$ cat src/rtl/seg7_pkg.sv
// rtl/seg7_pkg.sv - active-low common-anode 7-segment patterns {dp,g,f,e,d,c,b,a} and BCD decode.
package seg7_pkg;

  localparam logic [7:0] SEG7_BLANK = 8'hFF;

  localparam logic [7:0] SEG7_DIGIT [0:9] = '{
    8'hC0, 8'hF9, 8'hA4, 8'hB0, 8'h99,
    8'h92, 8'h82, 8'hD8, 8'h80, 8'h90
  };

  function automatic logic [7:0] seg7_decode(input logic [3:0] bcd);
    if (bcd > 4'd9) return SEG7_BLANK;
    return SEG7_DIGIT[bcd];
  endfunction

endpackage

$ cat src/rtl/bcd_digit.sv
// rtl/bcd_digit.sv - one BCD decade register with load/clear/inc/dec and ripple carry/borrow.
module bcd_digit (
  input  logic       clk,
  input  logic       rst,
  input  logic       load,
  input  logic [3:0] load_digit,
  input  logic       clear,
  input  logic       inc,
  input  logic       dec,
  input  logic       cin,
  input  logic       bin,
  output logic [3:0] digit,
  output logic       cout,
  output logic       bout
);

  // carry/borrow ripple depends only on stored digits, never on inc/dec
  assign cout = cin & (digit == 4'd9);
  assign bout = bin & (digit == 4'd0);

  always_ff @(posedge clk) begin
    if (rst) begin
      digit <= 4'd0;
    end else if (load) begin
      digit <= (load_digit > 4'd9) ? 4'd9 : load_digit;
    end else if (clear) begin
      digit <= 4'd0;
    end else if (inc && cin) begin
      digit <= (digit == 4'd9) ? 4'd0 : digit + 4'd1;
    end else if (dec && bin) begin
      digit <= (digit == 4'd0) ? 4'd9 : digit - 4'd1;
    end
  end

endmodule

$ cat src/rtl/bcd_updown_display.sv
// rtl/bcd_updown_display.sv - DIGITS-decade BCD up/down counter with multiplexed 7-segment scan.
// Define BCD_LZ_BLANK_EN to blank leading zeros on the display.
module bcd_updown_display
  import seg7_pkg::*;
#(
  parameter int DIGITS   = 4,
  parameter int TICK_DIV = 12000,
  parameter int SCAN_DIV = 48,
  parameter int SATURATE = 0
) (
  input  logic                  clk,
  input  logic                  rst,
  input  logic                  up_n,
  input  logic                  down_n,
  input  logic                  clear_n,
  input  logic                  load,
  input  logic [4*DIGITS-1:0]   load_value,
  output logic [4*DIGITS-1:0]   count_bcd,
  output logic                  wrap,
  output logic [7:0]            seg,
  output logic [DIGITS-1:0]     digit_en_n
);

  localparam int TW = $clog2(TICK_DIV);
  localparam int SW = (SCAN_DIV > 1) ? $clog2(SCAN_DIV) : 1;
  localparam int IW = (DIGITS > 1) ? $clog2(DIGITS) : 1;
  localparam logic [TW-1:0] TICK_LAST = TW'(TICK_DIV - 1);
  localparam logic [SW-1:0] SCAN_LAST = SW'(SCAN_DIV - 1);
  localparam logic [IW-1:0] IDX_LAST  = IW'(DIGITS - 1);
  localparam bit            SAT       = (SATURATE != 0);

  logic [TW-1:0] tdiv;
  logic [SW-1:0] sdiv;
  logic [IW-1:0] scan_idx;
  logic          tick;
  logic          do_clear, do_up, do_dn, inc, dec, wrap_d;
  logic [DIGITS:0] carry, borrow;
  logic [3:0]    digit_q [DIGITS];
  logic [3:0]    cur_digit;
  logic          blank;
  logic [7:0]    seg_d;
  logic [DIGITS-1:0] en_onehot;

  assign tick     = (tdiv == TICK_LAST);
  assign do_clear = tick & ~clear_n;
  assign do_up    = tick & clear_n & ~up_n;
  assign do_dn    = tick & clear_n & up_n & ~down_n;

  // carry[DIGITS]/borrow[DIGITS] flag the all-9 / all-0 roll points
  assign inc    = do_up & ~(SAT & carry[DIGITS]);
  assign dec    = do_dn & ~(SAT & borrow[DIGITS]);
  assign wrap_d = ~load & ~SAT & ((do_up & carry[DIGITS]) | (do_dn & borrow[DIGITS]));

  assign carry[0]  = 1'b1;
  assign borrow[0] = 1'b1;

  for (genvar i = 0; i < DIGITS; i++) begin : g_digit
    bcd_digit u_digit (
      .clk        (clk),
      .rst        (rst),
      .load       (load),
      .load_digit (load_value[4*i +: 4]),
      .clear      (do_clear),
      .inc        (inc),
      .dec        (dec),
      .cin        (carry[i]),
      .bin        (borrow[i]),
      .digit      (digit_q[i]),
      .cout       (carry[i+1]),
      .bout       (borrow[i+1])
    );
    assign count_bcd[4*i +: 4] = digit_q[i];
  end

  assign cur_digit = digit_q[scan_idx];

`ifdef BCD_LZ_BLANK_EN
  logic [DIGITS:0] lz;

  // lz[i]: digit i and every digit above it are zero
  always_comb begin
    lz         = '0;
    lz[DIGITS] = 1'b1;
    for (int i = DIGITS - 1; i >= 0; i--) begin
      lz[i] = lz[i+1] & (digit_q[i] == 4'd0);
    end
  end

  assign blank = (scan_idx != '0) && lz[scan_idx];
`else
  assign blank = 1'b0;
`endif

  always_comb begin
    seg_d               = blank ? SEG7_BLANK : seg7_decode(cur_digit);
    en_onehot           = '0;
    en_onehot[scan_idx] = 1'b1;
  end

  always_ff @(posedge clk) begin
    if (rst) begin
      tdiv       <= '0;
      sdiv       <= '0;
      scan_idx   <= '0;
      wrap       <= 1'b0;
      seg        <= SEG7_DIGIT[0];
      digit_en_n <= ~(DIGITS'(1));
    end else begin
      tdiv <= tick ? '0 : tdiv + 1'b1;
      wrap <= wrap_d;
      if (sdiv == SCAN_LAST) begin
        sdiv     <= '0;
        scan_idx <= (scan_idx == IDX_LAST) ? '0 : scan_idx + 1'b1;
      end else begin
        sdiv <= sdiv + 1'b1;
      end
      // both display outputs come from the same index on the same edge
      seg        <= seg_d;
      digit_en_n <= ~en_onehot;
    end
  end

endmodule

$ cat config.mk
export PLATFORM = sky130hd
export DESIGN_NAME = bcd_updown_display
export DESIGN_NICKNAME = d
export VERILOG_FILES = /design/src/rtl/seg7_pkg.sv /design/src/rtl/bcd_digit.sv /design/src/rtl/bcd_updown_display.sv
export SDC_FILE = /design/constraint.sdc
export NUM_CORES = 1
export LEC_CHECK = 0
export ABC_AREA = 1
export ABC_CLOCK_PERIOD_IN_PS = 2400
export CORE_UTILIZATION = 30
export CTS_CLUSTER_DIAMETER = 40
export DETAILED_ROUTE_END_ITERATION = 10
export PLACE_DENSITY = 0.6
export SLEW_MARGIN = 20
export SYNTH_ARGS = -nofsm -noshare
export SYNTH_HDL_FRONTEND = slang
export SYNTH_HIERARCHICAL = 1
export SYNTH_SLANG_ARGS = --single-unit
$ cat constraint.sdc
create_clock -name clk -period 2.4 [get_ports clk]
set_clock_uncertainty 0.05 [all_clocks]
set_input_delay 0.48 -clock clk [delete_from_list [all_inputs] [get_ports clk]]
set_output_delay 0.48 -clock clk [all_outputs]
set_load 0.02 [all_outputs]
==> impl_metrics.tcl <==
set metrics [dict create \
    status "complete, but fails checks" \
    violations "design-rule violations" \
    path_class "flop to flop" \
    hold_path_class "flop to flop" \
    viasPerCell 4.67 \
    combPwrFrac_pct 24.2 \
    netlist_area_um2 3570 \
    total_power_mw 2.21 \
    slew_viol_final 0 \
    worst_path_most_repeated_cell "nand2_1" \
    wl_mm 8.59 \
    num_antenna_cells 0 \
    drc 2 \
    ys_ff_latch 50 \
    numCtsBuffers 5 \
    postSynthAreaPerCell_um2 6.58 \
    cts_hold_buffers 0 \
    setup_viol 0 \
    yosys_warnings 6 \
    worst_ep_required_time_ns 2.58 \
    htreeDepth 2 \
    worst_setup_path_start_kind "flop" \
    place_ws_ns 0.310 \
    row_count 39 \
    rsz0062_at_grt "false" \
    coreArea_um2 11500 \
    place_hpwl_mm 6.78 \
    portBuffers 49 \
    grtUsageTotal_pct 14.7 \
    start_util_pct 31.0 \
    critPathSlowestCell "dfxtp_1" \
    dieArea_um2 12300 \
    routedWlPerCell_um 11.4 \
    synthTopCellsByArea "dfxtp_1, nand2_1, ha_1, nand3_1, nor2_1" \
    drt-initial-drc-count 159 \
    critical_path.cell_chain "ha_1 > nand3_1 > inv_1 > nand2_1 > nor2_2 > nand2_1 > nor2_1 > buf_4 > nand2_2 > inv_1 > nor2_1 > nand2_1 > nand3_1 > a21oi_1" \
    synthToLayoutAreaGrowth_pct 25.4 \
    ios 51 \
    setup_slack_ns 0.284 \
    clkSinkCount 50 \
    seq_area_um2 1000 \
    ir_drop_mv 0.314 \
    fp.dieH_um 111 \
    cts_tree "yes" \
    first_global_vias 3419 \
    max-cap-violations 0 \
    antenna_found_initial 0 \
    switchingPower_mw 0.688 \
    route.vias.total 3523 \
    firstDrtPassIters 7 \
    fin_crit_ns 2.12 \
    ys_types 32 \
    yosysTopAreaCell "dfxtp_1" \
    hold_violations 0 \
    grt-ovfl-total 0 \
    cts_resized 0 \
    place_congestion 0.846 \
    critPathBufInv 3 \
    cts_setup_buffers 0 \
    tns_ns 0 \
    fin_hold_ws_ns 0.402 \
    nFillCells 1220 \
    multiInputGateArea_um2 2250 \
    netSwitchingFraction_pct 31.2 \
    p_seq_share_pct 41.9 \
    end_kind "flop" \
    drive_gt1_share_pct 12.7 \
    clk_latency_ns 0.29 \
    clkTransAtPathRegs_ns 0.07 \
    syn_inst 542 \
    crit_arrival_ns 2.30 \
    yosysTopAreaCellShare_pct 28.1 \
    root_buffer "clkbuf_16" \
    power.leakage_nw 2.01 \
    yosysSeqAreaShare_pct 28.1 \
    power_frac_clock_pct 33.9 \
    power_density_nw_per_um2 493 \
    p_int_mw 1.52 \
    final_core_util_pct 38.9 \
    fin_nets 660 \
    grt_pass1_wl_mm 15.2 \
    max_freq_mhz 472 \
    max_stage_delay_ns 0.35 \
    ant_nets 0 \
    crit_family "simple AND/OR/NAND/NOR gates" \
    crit_fanout 5 \
    finalCritPeriodShare_pct 88.2 \
    grt_max_degree 22 \
    cts_buffer_depth 2 \
    die_w_um 111 \
]
## final timing paths
kind	startpoint	endpoint	slack, ns	cells past startpoint
worst min register to register	tdiv[0]	tdiv[0]	0.40	1
worst max register to register	tdiv[0]	g_digit[1].u_digit/digit[3]	0.28	14
worst min-delay path	tdiv[0]	tdiv[0]	0.40	1
worst max-delay path	tdiv[0]	g_digit[1].u_digit/digit[3]	0.28	14
## through the flow
stage                     area, µm²  instances
final                          4470        755
after global routing           4470        755
after CTS                      4470        755
after detailed placement       4320        747
after global placement         4320        747
after floorplan                3580        546
## power groups by stage
stage | combinational (mW) | sequential (mW) | clock, mW
after floorplan | 0.297 | 0.977 | 0
after CTS | 0.537 | 0.925 | 0.777
after global placement | 0.529 | 0.944 | 0
final | 0.535 | 0.924 | 0.748
after global routing | 0.604 | 0.931 | 0.800
after detailed placement | 0.534 | 0.944 | 0
## worst register-to-register path, delay by kind of cell, from the launching register on
family | cells | cell delay [ns]
adders and majority gates | 1 | 0.19
buffers and inverters | 3 | 0.40
DFF | 1 | 0.35
and+or+nand+nor | 9 | 0.95
AOI/OAI and AO/OA | 1 | 0.13
## layout make-up
class                   count  area share, %
multi-input cells         412           50.3
clock inverters             2          0.391
flip-flops and latches     50           22.4
clock buffers               6           3.10
inverters                  80           6.71
well taps                 143           4.00
repair buffers             62           13.1
## kinds of logic after synthesis
group           after synthesis  share of synthesized area (%)
buf+inv                      84                           9.29
xor+xnor                      5                           1.23
fa+ha+maj                    27                           9.47
flops                        50                           28.1
compound gates               76                           11.5
simple gates                299                           40.3
other cells                   1                          0.105
## cell usage in the layout (no fill, tap or decap), types with 14 or more instances in the layout
master	synthesis	layout
clkdlybuf4s50_1	0	49
inv_1	64	64
ha_1	27	27
dfxtp_1	50	50
inv_2	14	14
a21oi_1	32	32
nor2_1	69	69
nand2_1	116	116
nand3_1	57	57
o21ai_0	28	28
## layer usage
| layer | GRT usage [%] | share of wire [%] | up-vias |
|---|---|---|---|
| li1 | - | - | 1877 |
| met2 | 24.3 | 45 | 77 |
| met5 | 0 | 0 | - |
| met3 | 2.57 | 4.3 | 11 |
| met4 | 4.05 | 1.2 | 0 |
| met1 | 19.6 | 50 | 1558 |
## state kept, by name, summed over array words and instances, names as in the netlist
name,flops
seg,7
tdiv,14
g_digit.u_digit/digit,16
sdiv,6
scan_idx,2
digit_en_n,4
wrap,1
## Yosys cell counts
cell type and n:
inv_2 14, buf_4 2, nor2_2 6, nor3b_1 2, xor2_1 4, ha_1 27, or2_2 3, a21oi_1 32
or2_1 1, nor3_1 4, buf_2 1, nand2_1 116, a31oi_1 1, o21ai_0 28, nor3_2 1, nor2_1 69
clkinv_1 2, buf_6 1, inv_1 64, nor2_4 8, nand2_2 8, nand3_1 57, nand4_1 9, o211ai_1 1
xnor2_1 1, a21oi_2 2, nand2_4 3, o211a_1 4, o21ai_1 8, dfxtp_1 50, nand3_2 12, conb_1 1
Power figures use the tool's default switching activity.
